$ cat config.mk
export PLATFORM = sky130hd
export DESIGN_NAME = voice_param_bank
export DESIGN_NICKNAME = d
export VERILOG_FILES = /design/src/rtl/voice_param_bank.sv
export SDC_FILE = /design/constraint.sdc
export NUM_CORES = 1
export LEC_CHECK = 0
export ABC_CLOCK_PERIOD_IN_PS = 4850
export CORE_AREA = 2 2 281 283
export CTS_CLUSTER_SIZE = 14
export DETAILED_ROUTE_END_ITERATION = 7
export DIE_AREA = 0 0 283 285
export GPL_TIMING_DRIVEN = 0
export HOLD_SLACK_MARGIN = 0.15
export PLACE_DENSITY_LB_ADDON = 0.3
export REMOVE_ABC_BUFFERS = 1
export SYNTH_ARGS = -nofsm -noshare
export SYNTH_HDL_FRONTEND = slang
export SYNTH_SLANG_ARGS = --single-unit
$ cat constraint.sdc
create_clock -name i_clk -period 4.85 [get_ports i_clk]
set_input_delay 0.97 -clock i_clk [delete_from_list [all_inputs] [get_ports i_clk]]
set_output_delay 0.97 -clock i_clk [all_outputs]
set_load 0.05 [all_outputs]
$ cat src/rtl/voice_param_bank.sv
// Per-voice parameter table fed by decoded note events, scanned out as a valid/ready stream.
// Optional VOICE_COUNT_EN builds a registered count of sounding voices on o_active_voices.
module voice_param_bank #(
  parameter int NUM_VOICES = 16,
  parameter int VOICE_W    = 4,
  parameter int TUNING_W   = 32,
  parameter int VEL_W      = 7
) (
  input  logic                i_clk,
  input  logic                i_reset_n,
  input  logic                i_SPI_flag,
  input  logic                i_SPI_note_status,
  input  logic [7:0]          i_SPI_voice_index,
  input  logic [TUNING_W-1:0] i_SPI_tuning_code,
  input  logic [VEL_W-1:0]    i_SPI_velocity,
  input  logic                i_voice_ready,
  output logic                o_voice_valid,
  output logic [VOICE_W-1:0]  o_voice_index,
  output logic                o_voice_gate,
  output logic [TUNING_W-1:0] o_voice_tuning,
  output logic [VEL_W-1:0]    o_voice_velocity,
  output logic                o_frame_start,
  output logic [7:0]          o_bad_index_cnt,
  output logic [VOICE_W:0]    o_active_voices
);

  typedef enum logic {IDLE, RUN} state_t;

  state_t state, state_next;

  logic                flag_d;
  logic                wr;
  logic                bad;
  logic                wr_ok;
  logic [VOICE_W-1:0]  wr_idx;
  logic [VOICE_W-1:0]  ptr;
  logic [VOICE_W-1:0]  p_next;
  logic                valid;

  logic                gate_tab   [NUM_VOICES];
  logic [TUNING_W-1:0] tuning_tab [NUM_VOICES];
  logic [VEL_W-1:0]    vel_tab    [NUM_VOICES];

  logic                gate_n;
  logic [TUNING_W-1:0] tuning_n;
  logic [VEL_W-1:0]    vel_n;

  // One write per strobe rise; out-of-range slots are counted and dropped.
  assign wr     = i_SPI_flag & ~flag_d;
  assign bad    = {1'b0, i_SPI_voice_index} >= 9'(NUM_VOICES);
  assign wr_ok  = wr & ~bad;
  assign wr_idx = i_SPI_voice_index[VOICE_W-1:0];

  always_ff @(posedge i_clk or negedge i_reset_n) begin
    if (!i_reset_n) begin
      state           <= IDLE;
      flag_d          <= 1'b0;
      o_bad_index_cnt <= '0;
    end else begin
      state  <= state_next;
      flag_d <= i_SPI_flag;
      if (wr && bad && o_bad_index_cnt != 8'hFF)
        o_bad_index_cnt <= o_bad_index_cnt + 8'd1;
    end
  end

  always_comb begin
    state_next = state;
    valid      = 1'b0;
    case (state)
      IDLE: state_next = RUN;
      RUN:  valid      = 1'b1;
      default: state_next = IDLE;
    endcase
  end

  assign p_next = (valid & i_voice_ready) ? ptr + 1'b1 : ptr;

  // Bypass so a write to the slot being loaded is visible right after the write edge.
  always_comb begin
    gate_n   = gate_tab[p_next];
    tuning_n = tuning_tab[p_next];
    vel_n    = vel_tab[p_next];
    if (wr_ok && wr_idx == p_next) begin
      gate_n = i_SPI_note_status;
      if (i_SPI_note_status) begin
        tuning_n = i_SPI_tuning_code;
        vel_n    = i_SPI_velocity;
      end
    end
  end

  always_ff @(posedge i_clk or negedge i_reset_n) begin
    if (!i_reset_n) begin
      for (int i = 0; i < NUM_VOICES; i++) begin
        gate_tab[i]   <= 1'b0;
        tuning_tab[i] <= '0;
        vel_tab[i]    <= '0;
      end
    end else if (wr_ok) begin
      gate_tab[wr_idx] <= i_SPI_note_status;
      if (i_SPI_note_status) begin
        tuning_tab[wr_idx] <= i_SPI_tuning_code;
        vel_tab[wr_idx]    <= i_SPI_velocity;
      end
    end
  end

  always_ff @(posedge i_clk or negedge i_reset_n) begin
    if (!i_reset_n) begin
      ptr              <= '0;
      o_voice_gate     <= 1'b0;
      o_voice_tuning   <= '0;
      o_voice_velocity <= '0;
    end else begin
      ptr              <= p_next;
      o_voice_gate     <= gate_n;
      o_voice_tuning   <= tuning_n;
      o_voice_velocity <= vel_n;
    end
  end

  assign o_voice_valid = valid;
  assign o_voice_index = ptr;
  assign o_frame_start = (ptr == '0) & valid;

`ifdef VOICE_COUNT_EN
  logic [VOICE_W:0] active;

  // Only real gate transitions move the count; retriggers and redundant offs do not.
  always_ff @(posedge i_clk or negedge i_reset_n) begin
    if (!i_reset_n) begin
      active <= '0;
    end else if (wr_ok) begin
      if (i_SPI_note_status && !gate_tab[wr_idx])
        active <= active + 1'b1;
      else if (!i_SPI_note_status && gate_tab[wr_idx])
        active <= active - 1'b1;
    end
  end

  assign o_active_voices = active;
`else
  assign o_active_voices = '0;
`endif

endmodule
==> results of run 1 <==
==> routing by layer <==
| metal | vias up | share of wire, % | track usage [%] |
|---|---|---|---|
| met2 | 633 | 47 | 40.12 |
| met5 | - | 0.049 | 0 |
| met4 | 8 | 3.1 | 8.431 |
| met3 | 201 | 4.8 | 3.856 |
| met1 | 12870 | 45 | 34.62 |
| li1 | 10450 | - | - |
==> state kept, by name (all words and copies together), names as in the netlist <==
signal and cells:
o_voice_velocity 7, o_voice_tuning 32, state 1, gate_tab 16, tuning_tab 512, flag_d 1
o_bad_index_cnt 8, o_voice_index 4, vel_tab 112, o_voice_gate 1
==> worst paths after layout <==
kind | startpoint | endpoint | slack, ps | cells past startpoint
min in group i_clk | o_bad_index_cnt[7] | o_bad_index_cnt[7] | 510 | 1
worst max-delay path | o_voice_index[1] | o_voice_tuning[19] | 230 | 11
worst min-delay path | i_reset_n | tuning_tab[141] | 240 | 1
worst max register to register | o_voice_index[1] | o_voice_tuning[19] | 230 | 11
max in group asynchronous | i_reset_n | o_voice_tuning[26] | 2660 | 4
worst min register to register | o_bad_index_cnt[7] | o_bad_index_cnt[7] | 510 | 1
==> report_power, final <==
group | leakage [µW] | switching [µW] | internal, µW
combinational | 0.00919 | 3950 | 2820
clock | 0.00130 | 2410 | 3660
sequential | 0.00964 | 220 | 5940
==> through the flow <==
step | std cells | area [µm²]
after floorplan | 2538 | 37130
after global placement | 3693 | 39500
after detailed placement | 3764 | 41220
after CTS | 3901 | 43870
after global routing | 3901 | 43880
final | 3902 | 43880
==> cells by family after synthesis <==
logic type      share of synthesized area, %
mux                                    44.58
flops                                  45.20
xor+xnor                              0.3680
simple gates                           3.908
compound gates                         2.397
fa+ha+maj                            0.09771
buf+inv                                3.429
other cells                          0.01955
==> cell type report <==
class | instances | area (µm²)
diodes | 1 | 2.502
clock buffers | 115 | 2385
clock inverters | 21 | 250.2
fillers | 6124 | 34090
inverters | 4 | 22.52
multi-input cells | 1840 | 19930
flip-flops and latches | 694 | 17370
well taps | 1050 | 1314
repair buffers | 177 | 2603
==> timing repair <==
| action | CTS | global route |
|---|---|---|
| gates resized for setup | 0 | 1 |
| pin swaps | 0 | 0 |
| hold buffers | 0 | 0 |
| buffers inserted | 1 | 0 |
| setup endpoints to repair | 12 | 3 |
==> worst reg2reg max path, cell delays in order, from the launching register on <==
cell                        delay, ps
sky130_fd_sc_hd__dfrtp_4          720
sky130_fd_sc_hd__buf_16           330
sky130_fd_sc_hd__buf_16           280
sky130_fd_sc_hd__inv_1            190
sky130_fd_sc_hd__ha_4             600
sky130_fd_sc_hd__nand3_2          300
sky130_fd_sc_hd__a21bo_2          310
sky130_fd_sc_hd__a2111oi_2        320
sky130_fd_sc_hd__o211ai_1         460
sky130_fd_sc_hd__buf_6            310
sky130_fd_sc_hd__buf_4            190
sky130_fd_sc_hd__a21oi_1          430
==> cells in the final DEF, fill, tap and decap left out, types with 4 or more instances in the layout <==
cell and count:
sky130_fd_sc_hd__a211oi_1 4, sky130_fd_sc_hd__a21oi_1 77, sky130_fd_sc_hd__a31oi_1 7, sky130_fd_sc_hd__buf_12 23, sky130_fd_sc_hd__buf_16 34, sky130_fd_sc_hd__buf_4 6, sky130_fd_sc_hd__buf_6 8, sky130_fd_sc_hd__bufinv_16 5
sky130_fd_sc_hd__clkbuf_1 11, sky130_fd_sc_hd__clkbuf_16 81, sky130_fd_sc_hd__clkbuf_8 23, sky130_fd_sc_hd__clkdlybuf4s50_1 104, sky130_fd_sc_hd__clkinv_2 10, sky130_fd_sc_hd__conb_1 6, sky130_fd_sc_hd__dfrtp_1 693, sky130_fd_sc_hd__inv_6 4
sky130_fd_sc_hd__mux2_2 507, sky130_fd_sc_hd__mux2_4 117, sky130_fd_sc_hd__mux2i_1 613, sky130_fd_sc_hd__mux4_2 156, sky130_fd_sc_hd__nand2_1 16, sky130_fd_sc_hd__nand2b_1 4, sky130_fd_sc_hd__nand3_1 5, sky130_fd_sc_hd__nor2_1 45
sky130_fd_sc_hd__nor2_4 9, sky130_fd_sc_hd__nor2b_1 79, sky130_fd_sc_hd__nor3_1 40, sky130_fd_sc_hd__nor4_1 39, sky130_fd_sc_hd__o21ai_0 27, sky130_fd_sc_hd__o221ai_1 12, sky130_fd_sc_hd__xnor2_1 6
==> results.md, run 1 <==
| Metric | Reported |
|:---|:---|
| Average routed wire per standard cell | 25.65 µm |
| Number of buffer cells added on primary ports | 105 |
| RSZ-0062 raised after global routing | no |
| Maximum number of pins on one net before global-route repair | 127 |
| Effective utilization at floorplan | 49.28% |
| Vias/cell | 6.191 |
| Core Box Area | 77970 µm² |
| Shortest period the worst path allows | 4622 ps |
| Worst-path fanout max | 40 |
| Number of rows created at floorplan | 103 |
| Clock Tree Root | sky130_fd_sc_hd__clkbuf_16 |
| Cells traversed along the worst timing path | buf_16, buf_16, inv_1, ha_4, nand3_2, a21bo_2, a2111oi_2, o211ai_1, buf_6, buf_4, a21oi_1 |
| Cell area after technology mapping | 38420 µm² |
| Height of the die | 285 µm |
| Hold Violations, Final | 0 |
| Horizontal die dimension | 283 µm |
| Final core utilization | 56.28% |
| Cell variety after synth | 64 |
| Post-synthesis sequential element count | 694 |
| Number of buffers and inverters on the critical path | 5 |
| Total power draw | 19000 µW |
| Category of the worst setup path launch point | flop |
| Data required time at the worst endpoint | 5300 ps |
| Commonest cells in the synthesized netlist | 694 x sky130_fd_sc_hd__dfrtp_1, 613 x sky130_fd_sc_hd__mux2i_1, 507 x sky130_fd_sc_hd__mux2_2, 156 x sky130_fd_sc_hd__mux4_2, 117 x sky130_fd_sc_hd__mux2_4 |
| Clock-pin slew of the registers on the worst-case setup and hold paths | 60 ps |
| Level count of the clock H-tree | 3 |
| CTS sink cnt | 694 |
| Boundary Pins | 111 |
| Routability cong. | 0.7520 |
| Total Nets Final | 2850 |
| Highest Clock Rate | 216.3 MHz |
| Area share of the leading cell type in the synthesized netlist | 45.20% |
| Critical Path End Type | flop |
| Clock tree from TritonCTS | built |
| Data arrival time of the worst path | 5070 ps |
| HPWL reported at the end of detailed placement | 60820 µm |
| Async set-or-reset flop fraction in the synthesized netlist | 100.0% |
| Status | finished clean |
| Post-DRT Antenna Nets | 0 |
| Main area contributors after synthesis | sky130_fd_sc_hd__dfrtp_1 45%, sky130_fd_sc_hd__mux2i_1 16%, sky130_fd_sc_hd__mux2_2 15%, sky130_fd_sc_hd__mux4_2 9.1%, sky130_fd_sc_hd__mux2_4 4.6% |
| Number of antenna violations at the first check in global routing | 5 |
| Synthesized netlist cell count | 2801 |
| Startpoint-to-endpoint class of the critical path | flop to flop |
| Slowest stage cell, crit path | sky130_fd_sc_hd__dfrtp_4 |
| Layout overhead on the synthesized area | 14.22% |
| Cell taking the most area after synthesis | sky130_fd_sc_hd__dfrtp_1 |
| Number of max-cap violations | 0 |
| Vias in the first global route | 25880 |
| Final setup vio count | 0 |
| Global-route wire length before repair | 156500 µm |
| Clock buffer count from CTS | 78 |
| Buffers from clock root to sink, at most | 3 |
| Detailed-route wire length | 100100 µm |
| Largest vdd supply drop | 0.6731 mV |
| Post-Synthesis Mean Instance Area | 13.72 µm² |
| Clock latency at the later pin of the worst-skew pair | 630 ps |
| EDFF count, synth | 0 |
| Synthesis Warnings | 0 |
| Share of the yosys chip area belonging to registers | 45.20% |
| Slew Viols, Final | 0 |
| Highest cell delay on the worst timing path | 720 ps |
| Pleak | 0.02013 µW |
| Overall via count from detail_route | 24160 |
| Worst Tran Pin Value | 1104 ps |
| Total power density per cell area | 433.0 nW/µm² |
| Primary FF master, synth | sky130_fd_sc_hd__dfrtp_1 |
| Largest delay contributor family on the critical path | compound AO/OA/AOI/OAI gates |
| Most frequent CP cell | sky130_fd_sc_hd__buf_16 |
| Full die area | 80660 µm² |
| Iter 0 DRT Violations | 1984 |
| Worst relative slew slack | 25.59% |
| Worst setup margin | 227.6 ps |
| Portion of the clock cycle consumed by the worst path in the final layout | 95.31% |
| Post-Place Worst Slack | -36.49 ps |
| Total negative slack for setup checks | 0 ps |
| Overflow after GRT | 0 |
| Detailed-route DRC error count | 0 |
| Kind of path behind the tightest hold check | primary input to async pin |
| Cell with the most instances after synthesis | sky130_fd_sc_hd__dfrtp_1 |
| Layout cells sized above 1 | 35.53% |
| Max Clock Skew | 23.94 ps |
| Worst-case hold slack | 236.5 ps |
| Global router's overall resource usage | 24.92% |
| Drt first pass iters | 5 |
(Power assumes the default switching activity.)
==> inputs of run 2 (changes only) <==
Settings changed: ABC_AREA set to 1, CORE_AREA 2 2 281 283 to 2 2 263 265, DIE_AREA 0 0 283 285 to 0 0 265 267, SKIP_CTS_REPAIR_TIMING set to 1.
==> results.md, run 2 <==
| Metric | Reported | vs previous |
|:---|:---|:---|
| Level count of the clock H-tree | 3 | unchanged |
| Number of antenna violations at the first check in global routing | 0 | was 5 |
| Worst relative slew slack | 14.31% | was 25.59% |
| Leading cell types in the layout, fill and taps excluded | 1087 x sky130_fd_sc_hd__nand2_1, 694 x sky130_fd_sc_hd__dfrtp_1, 687 x sky130_fd_sc_hd__nand3_1, 644 x sky130_fd_sc_hd__o21ai_0, 500 x sky130_fd_sc_hd__inv_1 | was 693 x sky130_fd_sc_hd__dfrtp_1, 613 x sky130_fd_sc_hd__mux2i_1, 507 x sky130_fd_sc_hd__mux2_2, 156 x sky130_fd_sc_hd__mux4_2, 117 x sky130_fd_sc_hd__mux2_4 |
| Synthesized netlist cell count | 4278 | was 2801 |
| Portion of the clock cycle consumed by the worst path in the final layout | 92.74% | was 95.31% |
| Area share of the leading cell type in the synthesized netlist | 51.61% | was 45.20% |
| Data required time at the worst endpoint | 5380 ps | was 5300 ps |
| Clock-pin slew of the registers on the worst-case setup and hold paths | 50 ps | was 60 ps |
| Max Clock Skew | 27.48 ps | was 23.94 ps |
| Hold Violations, Final | 0 | unchanged |
| Synthesis Warnings | 0 | unchanged |
| Category of the worst setup path launch point | primary input | was flop |
| Startpoint-to-endpoint class of the critical path | primary input to flop | was flop to flop |
| Layout cells sized above 1 | 4.529% | was 35.53% |
| Worst Tran Pin Value | 1284 ps | was 1104 ps |
| Cell area after technology mapping | 33650 µm² | was 38420 µm² |
| Post-DRT Antenna Nets | 0 | unchanged |
| Final setup vio count | 0 | unchanged |
| Clock latency at the later pin of the worst-skew pair | 610 ps | was 630 ps |
| Height of the die | 267 µm | was 285 µm |
| Slew Viols, Final | 0 | unchanged |
| Buffers from clock root to sink, at most | 3 | unchanged |
| Horizontal die dimension | 265 µm | was 283 µm |
| Iter 0 DRT Violations | 3040 | was 1984 |
| Full die area | 70760 µm² | was 80660 µm² |
| CTS sink cnt | 694 | unchanged |
| Post-synthesis sequential element count | 694 | unchanged |
| Flip-flop count of the largest register after layout | 512 | unchanged |
| Shortest period the worst path allows | 4498 ps | was 4622 ps |
| Total Nets Final | 4224 | was 2850 |
| Number of standard cells in the final layout excluding fillers | 5099 | was 3902 |
| RSZ-0062 raised after global routing | no | unchanged |
| Commonest cells in the synthesized netlist | 1106 x sky130_fd_sc_hd__nand2_1, 694 x sky130_fd_sc_hd__dfrtp_1, 689 x sky130_fd_sc_hd__nand3_1, 644 x sky130_fd_sc_hd__o21ai_0, 501 x sky130_fd_sc_hd__inv_1 | was 694 x sky130_fd_sc_hd__dfrtp_1, 613 x sky130_fd_sc_hd__mux2i_1, 507 x sky130_fd_sc_hd__mux2_2, 156 x sky130_fd_sc_hd__mux4_2, 117 x sky130_fd_sc_hd__mux2_4 |
| Most common library cell in the layout ignoring fill and taps | sky130_fd_sc_hd__nand2_1 | was sky130_fd_sc_hd__dfrtp_1 |
| EDFF count, synth | 0 | unchanged |
| Async set-or-reset flop fraction in the synthesized netlist | 100.0% | unchanged |
| Average routed wire per standard cell | 18.04 µm | was 25.65 µm |
| Routability cong. | 0.7750 | was 0.7520 |
| Diodes inserted | 0 | was 1 |
| Internal reg-to-reg setup slack | 820 ps | was 230 ps |
| Filler cell count in the final layout | 6145 | was 6124 |
| Footprint of the flip-flops and latches | 17370 µm² | about the same |
| Drt first pass iters | 5 | unchanged |
| Global router's overall resource usage | 26.10% | was 24.92% |
| Main area contributors after synthesis | sky130_fd_sc_hd__dfrtp_1 52%, sky130_fd_sc_hd__nand2_1 12%, sky130_fd_sc_hd__nand3_1 10%, sky130_fd_sc_hd__o21ai_0 9.6%, sky130_fd_sc_hd__inv_1 5.6% | was sky130_fd_sc_hd__dfrtp_1 45%, sky130_fd_sc_hd__mux2i_1 16%, sky130_fd_sc_hd__mux2_2 15%, sky130_fd_sc_hd__mux4_2 9.1%, sky130_fd_sc_hd__mux2_4 4.6% |
| Data arrival time of the worst path | 5030 ps | was 5070 ps |
| Number of max-cap violations | 0 | unchanged |
| Detailed-route DRC error count | 0 | unchanged |
| Core Box Area | 67990 µm² | was 77970 µm² |
| Cell with the most instances after synthesis | sky130_fd_sc_hd__nand2_1 | was sky130_fd_sc_hd__dfrtp_1 |
| Status | finished clean | unchanged |
| Vias in the first global route | 26630 | was 25880 |
| Layout overhead on the synthesized area | 13.40% | was 14.22% |
| Global-route wire length before repair | 146700 µm | was 156500 µm |
| Pleak | 0.01796 µW | was 0.02013 µW |
| Number of rows created at floorplan | 96 | was 103 |
| Largest registers | tuning_tab x512, vel_tab x112, o_voice_tuning x32 | unchanged |
| Boundary Pins | 111 | unchanged |
| Most flops, register | tuning_tab | unchanged |
| Worst-case hold slack | 275.8 ps | was 236.5 ps |
| Effective utilization at floorplan | 49.49% | was 49.28% |
| Highest Clock Rate | 222.3 MHz | was 216.3 MHz |
| Cell taking the most area after synthesis | sky130_fd_sc_hd__dfrtp_1 | unchanged |
| Critical Path End Type | flop | unchanged |
| Primary FF master, synth | sky130_fd_sc_hd__dfrtp_1 | unchanged |
| Largest vdd supply drop | 0.2980 mV | was 0.6731 mV |
| Vias/cell | 5.481 | was 6.191 |
| Kind of path behind the tightest hold check | primary input to async pin | unchanged |
| Clock tree from TritonCTS | built | unchanged |
| HPWL reported at the end of detailed placement | 50010 µm | was 60820 µm |
| Cell variety after synth | 25 | was 64 |
| Number of buffer cells added on primary ports | 105 | unchanged |
| Total instance count after detailed placement | 4972 | was 3764 |
| Clock buffer count from CTS | 75 | was 78 |
| Maximum number of pins on one net before global-route repair | 122 | was 127 |
| Overall via count from detail_route | 27950 | was 24160 |
| Detailed-route wire length | 92010 µm | was 100100 µm |
| Total power density per cell area | 443.0 nW/µm² | was 433.0 nW/µm² |
| Overflow after GRT | 0 | unchanged |
| Post-Synthesis Mean Instance Area | 7.865 µm² | was 13.72 µm² |
| Worst-path fanout max | 107 | was 40 |
| Footprint of the multi-input gates | 13120 µm² | was 19930 µm² |
| Clock Tree Root | sky130_fd_sc_hd__clkbuf_16 | unchanged |
| Share of the yosys chip area belonging to registers | 51.61% | was 45.20% |
-- run 2: changes by cell type after synthesis, sizes merged, moves of 109 or more --
cell,previous run,this run
mux4,156,0
nand2,18,1107
mux2i,613,0
mux2,625,0
nand3,8,689
nand3b,2,238
inv,4,503
o21ai,27,645
clkbuf,104,213
-- run 2: where the power goes --
group,internal [µW],leakage [µW],switching [µW],total (µW)
Combinational,1590,0.00721,3550,5140
Sequential,6070,0.00958,123,6190
Clock,3260,0.00117,2310,5570
-- run 2: cell families after synthesis --
| logic type | synth area share, % |
|---|---|
| flip-flops | 51.61 |
| adder cells (fa/ha/maj) | 0.1116 |
| AO/OA/AOI/OAI | 9.616 |
| buffers and inverters | 10.01 |
| XOR/XNOR | 0.1822 |
| other | 0.02232 |
| AND/OR/NAND/NOR | 28.44 |
-- run 2: critical path, cell delays in order --
cell	delay, ps
sky130_fd_sc_hd__clkdlybuf4s50_1	610
sky130_fd_sc_hd__nand3_4	610
sky130_fd_sc_hd__buf_16	450
sky130_fd_sc_hd__nand2_8	620
sky130_fd_sc_hd__inv_2	200
sky130_fd_sc_hd__nand2_1	110
sky130_fd_sc_hd__nand2_1	70
sky130_fd_sc_hd__nor2_1	140
sky130_fd_sc_hd__nand4_1	340
sky130_fd_sc_hd__buf_8	300
sky130_fd_sc_hd__buf_8	160
sky130_fd_sc_hd__nand3_1	90
sky130_fd_sc_hd__nand2_1	110
sky130_fd_sc_hd__inv_1	70
-- run 2: layer usage --
metal | vias up | global-route usage (%) | part of all wire, % | wire length, µm
li1 | 13460 | - | - | -
met1 | 13490 | 34.98 | 43 | 39480
met2 | 846 | 44.76 | 48 | 44610
met3 | 155 | 2.980 | 6.4 | 5915
met4 | 0 | 7.757 | 2.2 | 2008
met5 | - | 0 | 0 | 0
-- run 2: per-stage QoR --
step	setup WS [ps]	total power, µW	instance area (µm²)	util (%)	TNS [ps]
after detailed placement	-514.9	11410	35770	52.62	-12630
final	352.3	16900	38160	56.12	0
after CTS	108.6	16990	38130	56.08	0
after floorplan	-9223	9722	32180	-	-380840
after global placement	-28540	11670	34340	50.51	-
after global routing	249.1	17710	38160	56.12	0
-- run 2: layout make-up --
type	instances	area share [%]
Tap cell	882	2.892
Multi-Input combinational cell	2737	34.38
Sequential cell	694	45.52
Clock inverter	16	0.3574
Clock buffer	109	5.817
Timing Repair Buffer	158	6.080
Inverter	503	4.955
-- run 2: final timing paths --
| check | from | to | cells after the start |
|---|---|---|---|
| max | i_voice_ready | o_voice_tuning[27] | 14 |
| min | i_reset_n | o_voice_tuning[14] | 1 |
| max reg2reg | state | o_voice_tuning[27] | 13 |
| min reg2reg | tuning_tab[478] | tuning_tab[478] | 2 |
| max in group asynchronous | i_reset_n | o_voice_tuning[24] | 4 |
| min in group i_clk | tuning_tab[478] | tuning_tab[478] | 2 |
==> inputs of run 3 (changes only) <==
==> constraint.sdc (replaced) <==
create_clock -name i_clk -period 4.85 [get_ports i_clk]
set_input_delay 0.97 -clock i_clk [delete_from_list [all_inputs] [get_ports i_clk]]
set_output_delay 0.97 -clock i_clk [all_outputs]
set_load 0.01 [all_outputs]
==> results of run 3 <==
Same layout as run 2 (identical final DEF). Status: finished clean.
Main changes from that run: total power 16900 µW -> 16330 µW; worst IR drop on VDD 0.2980 mV -> 0.2917 mV
==> RTL change 1: new RTL, config.mk and constraints of run 1 <==
Set the parameter `VOICE_W` to 6 (it was 4).
--- a/src/rtl/voice_param_bank.sv
+++ b/src/rtl/voice_param_bank.sv
@@ -2,7 +2,7 @@
 // Optional VOICE_COUNT_EN builds a registered count of sounding voices on o_active_voices.
 module voice_param_bank #(
   parameter int NUM_VOICES = 16,
-  parameter int VOICE_W    = 4,
+  parameter int VOICE_W    = 6,
   parameter int TUNING_W   = 32,
   parameter int VEL_W      = 7
 ) (
Ports: changed (resized o_active_voices and o_voice_index); port bits go from 111 to 115. No check against the original RTL was run, so the function may have changed too.
==> RTL change 1 against run 1 <==
- routed wire length is 2.1% higher
- area after synthesis is 4.2% lower
- non-clock buffer count stayed put
- sequential share of layout area is 1.5 points higher
- sequential cell count is 2 higher
- worst setup slack worse by 0.028 ns
- final area is 3.3% lower
- power is 1.0% higher
- critical endpoint is now o_frame_start
- highest routed layer unchanged
==> RTL change 1: results (changes against run 1) <==
| Metric | Value |
|---|---|
| Outcome | completed (unchanged) |
| Post-DP HPWL | 59610 um (was 60820 um) |
| Final net count | 2934 (was 2850) |
| Slew headroom | 28.67% (was 25.59%) |
| Pin count of the biggest net entering global routing | 123 (was 127) |
| Clock-cell share | 5.864% (was 6.005%) |
| Fraction of synthesized area in multiplexers | 37.85% (was 44.58%) |
| WL met2 | 50520 um (was 47470 um) |
| Total length of routed met3 wires | 5439 um (was 4816 um) |
| PD cells | 452.6 nW/um2 (was 433.0 nW/um2) |
| Sequential Area | 17420 um2 (was 17370 um2) |
| Xor and xnor area share after synthesis | 0.4961% (was 0.3680%) |
| PortBufs | 107 (was 105) |
| Post-synth cell types | 46 (was 64) |
| FF+latch count, synth | 696 (was 694) |
| Total net switching power | 6.770 mW (was 6.577 mW) |
| Buffer share of cell area | 6.410% (was 5.931%) |
| Met3 Use GR | 3.984% (was 3.856%) |
| Share of layout cells above drive strength 1 | 30.27% (was 35.53%) |
| Wl on met1 | 42190 um (was 44640 um) |
| Global-route wire length before repair | 158100 um (was 156500 um) |
| Skew final | 0.01730 ns (was 0.02394 ns) |
| GPL Wtd Cong | 0.7533 (was 0.7520) |
| Comb pwr share | 36.9% (was 35.6%) |
| Total number of vias | 25200 (was 24160) |
| First DRT Iteration DRCs | 2187 (was 1984) |
| Adder-cell share of the synthesized area | 0.1019% (was 0.09770%) |
| Max FO, Critical Path | 43 (was 40) |
| WL/cell | 25.62 um (was 25.65 um) |
| Multi-input combinational area share | 43.50% (was 45.43%) |
| Num CTS Buffers | 77 (was 78) |
| CP max-delay cell | clkdlybuf4s50_1 (was dfrtp_4) |
==> RTL change 1: cell count changes in the layout (fill, tap and decap cells not counted), sizes merged, moves of 39 or more <==
cell    before  now
mux4       156    0
a21oi       79    2
a22o         0   42
a221oi       2   44
nor2b       79    0
a22oi        2  236
mux2       625  664
nor4        40    1
nand2       18  102
==> RTL change 1: kinds of logic (layout without fill, tap and decap cells) <==
kind of cell	Yosys count	after routing
multiplexers	1306	1306
buffers and inverters	282	319
adder cells (fa/ha/maj)	3	3
AO/OA/AOI/OAI	432	432
XOR/XNOR	16	16
AND/OR/NAND/NOR	157	157
flip-flops	696	696
other	2	11
==> RTL change 1: metrics by stage <==
| step | util, % | hold slack, ns | worst slack, ns | cell area [um2] | instances |
|---|---|---|---|---|---|
| 2_1_floorplan | - | 0.4926 | -17.73 | 35680 | 2623 |
| 3_3_place_gp | 48.82 | 0.4865 | -27.45 | 38070 | 3780 |
| 3_5_place_dp | 51.18 | 0.4966 | -0.04870 | 39900 | 3849 |
| 4_1_cts | 54.39 | 0.3298 | 0.1678 | 42410 | 3987 |
| 5_1_grt | 54.40 | 0.3558 | 0.04358 | 42420 | 3989 |
| 6_report | 54.40 | 0.3291 | 0.2000 | 42420 | 3990 |
==> RTL change 1: final timing paths <==
check,start,endpoint,cells past startpoint
min in group i_clk,o_bad_index_cnt[7],o_bad_index_cnt[7],1
min,i_reset_n,o_voice_tuning[22],1
max,o_voice_index[1],o_frame_start,6
min reg2reg,o_bad_index_cnt[7],o_bad_index_cnt[7],1
max in group asynchronous,i_reset_n,o_voice_tuning[17],4
max reg2reg,o_voice_index[1],o_voice_tuning[14],12
==> RTL change 1: critical path: cells and delay by family (launching register included) <==
family        cells  cell delay (ns)
buf+inv           3             1.33
simple gates      2             0.77
fa+ha+maj         1             0.13
flops             1             0.80
==> RTL change 2: new RTL, config.mk and constraints of run 1 <==
Made on the original files. Register the output `o_bad_index_cnt` once more, without a reset; this adds one clock of latency there. The other outputs are not delayed to match.
--- a/src/rtl/voice_param_bank.sv
+++ b/src/rtl/voice_param_bank.sv
@@ -25,6 +25,8 @@
 );
 
   typedef enum logic {IDLE, RUN} state_t;
+
+  logic [7:0] o_bad_index_cnt_s0;
 
   state_t state, state_next;
 
@@ -55,12 +57,12 @@
     if (!i_reset_n) begin
       state           <= IDLE;
       flag_d          <= 1'b0;
-      o_bad_index_cnt <= '0;
+      o_bad_index_cnt_s0 <= '0;
     end else begin
       state  <= state_next;
       flag_d <= i_SPI_flag;
-      if (wr && bad && o_bad_index_cnt != 8'hFF)
-        o_bad_index_cnt <= o_bad_index_cnt + 8'd1;
+      if (wr && bad && o_bad_index_cnt_s0 != 8'hFF)
+        o_bad_index_cnt_s0 <= o_bad_index_cnt_s0 + 8'd1;
     end
   end
 
@@ -144,4 +146,8 @@
   assign o_active_voices = '0;
 `endif
 
+  always_ff @(posedge i_clk) begin
+    o_bad_index_cnt <= o_bad_index_cnt_s0;
+  end
+
 endmodule
Behaviour: not the same (Yosys sat finds a counterexample within 4 cycles, from zero or initial values and one cycle with i_reset_n low).
==> RTL change 2 against run 1 <==
- synthesized cell count is 1.6% lower
- global-route usage down 0.70 points
- first-iteration DRC count decreased by 11%
- clock power increased by 7.1%
- critical endpoint is now o_voice_index[1]
- largest cell class unchanged
- routed wire length is 2.5% lower
- area after synthesis decreased by 1.4%
- power increased by 2.7%
- worst setup slack improved by 0.12 ns
- sequential cell count rose by 8
- highest routed layer unchanged
- final area down 0.56%
==> RTL change 2: results (changes against run 1) <==
| Metric | Value |
|---|---|
| Outcome | completed (unchanged) |
| Wl on met1 | 42750 um (was 44640 um) |
| Placed Instances | 3731 (was 3764) |
| Final net count | 2819 (was 2850) |
| Total length of routed met3 wires | 4338 um (was 4816 um) |
| Via-to-Cell Ratio | 6.165 (was 6.191) |
| Num CTS Buffers | 80 (was 78) |
| Asr flop ratio synth | 98.86% (was 100.0%) |
| GR Util All Layers | 24.22% (was 24.92%) |
| First DRT Iteration DRCs | 1756 (was 1984) |
| Critical R2R Capture | o_voice_velocity[6] (was o_voice_tuning[19]) |
| Pleak | 20.50 nW (was 20.13 nW) |
| N_diodes | 0 (was 1) |
| Hold slack | 0.4122 ns (was 0.2365 ns) |
| Comb pwr share | 34.6% (was 35.6%) |
| Synth area leaders | dfrtp_1 46%, mux2_2 18%, mux2i_1 16% (was dfrtp_1 45%, mux2i_1 16%, mux2_2 15%) |
| Initial antenna violation count | 3 (was 5) |
| GPL Wtd Cong | 0.7751 (was 0.7520) |
| Sequential share of the synthesized area | 46.26% (was 45.20%) |
| Max FO, Critical Path | 41 (was 40) |
| Setup crit end | o_voice_index[1] (was o_voice_tuning[19]) |
| Sw frac | 33.82% (was 34.61%) |
| Final Power | 19.51 mW (was 19.00 mW) |
| WL met2 | 47650 um (was 47470 um) |
| Adder-cell share of the synthesized area | 0.09907% (was 0.09770%) |
[RTL change 2: cell count changes in the layout (fill, tap and decap cells not counted), moves of 8 or more]
cell / run 1 / this run
mux2_4: 117 / 0
mux2_2: 507 / 607
nor2b_1: 79 / 2
inv_1: 3 / 46
nor4_1: 39 / 0
nor3_1: 40 / 3
o22ai_1: 2 / 39
a211oi_1: 4 / 39
mux2_1: 1 / 20
o221ai_1: 12 / 0
mux2i_1: 613 / 624
dfxtp_1: 0 / 8
nand2_1: 16 / 24
[RTL change 2: cell type report]
cell class / count / area, um2
clock buffer: 122 / 2517
clock inverter: 24 / 356.6
fill: 6181 / 34330
inverter: 47 / 190.2
multi-input combinational: 1764 / 19130
sequential: 702 / 17530
tap: 1050 / 1314
timing repair buffer: 169 / 2597
[RTL change 2: layer usage]
metal | track usage, % | vias to the layer above
li1 | - | 10310
met5 | 0 | -
met1 | 32.68 | 12790
met4 | 8.457 | 6
met2 | 40.52 | 621
met3 | 3.048 | 186
[RTL change 2: logic make-up after synthesis]
kind of cell | Yosys count
muxes | 1408
DFF | 702
buffers and inverters | 295
AOI/OAI and AO/OA | 201
and+or+nand+nor | 133
xor gates and xnor gates | 13
adders and majority gates | 3
other | 2
[RTL change 2: repair_timing]
| action | 4_1_cts | 5_1_grt |
|---|---|---|
| gates resized for setup | 0 | 1 |
| pin swaps | 1 | 0 |
| cloned | 0 | 0 |
| setup buffers | 1 | 0 |
| endpoints found under the setup margin | 4 | 1 |
[RTL change 2: critical path: stages (launching register included)]
cell and delay (ns):
dfrtp_4 0.75, buf_12 0.31, buf_16 0.31, buf_12 0.28, buf_16 0.29, clkdlybuf4s50_1 0.86
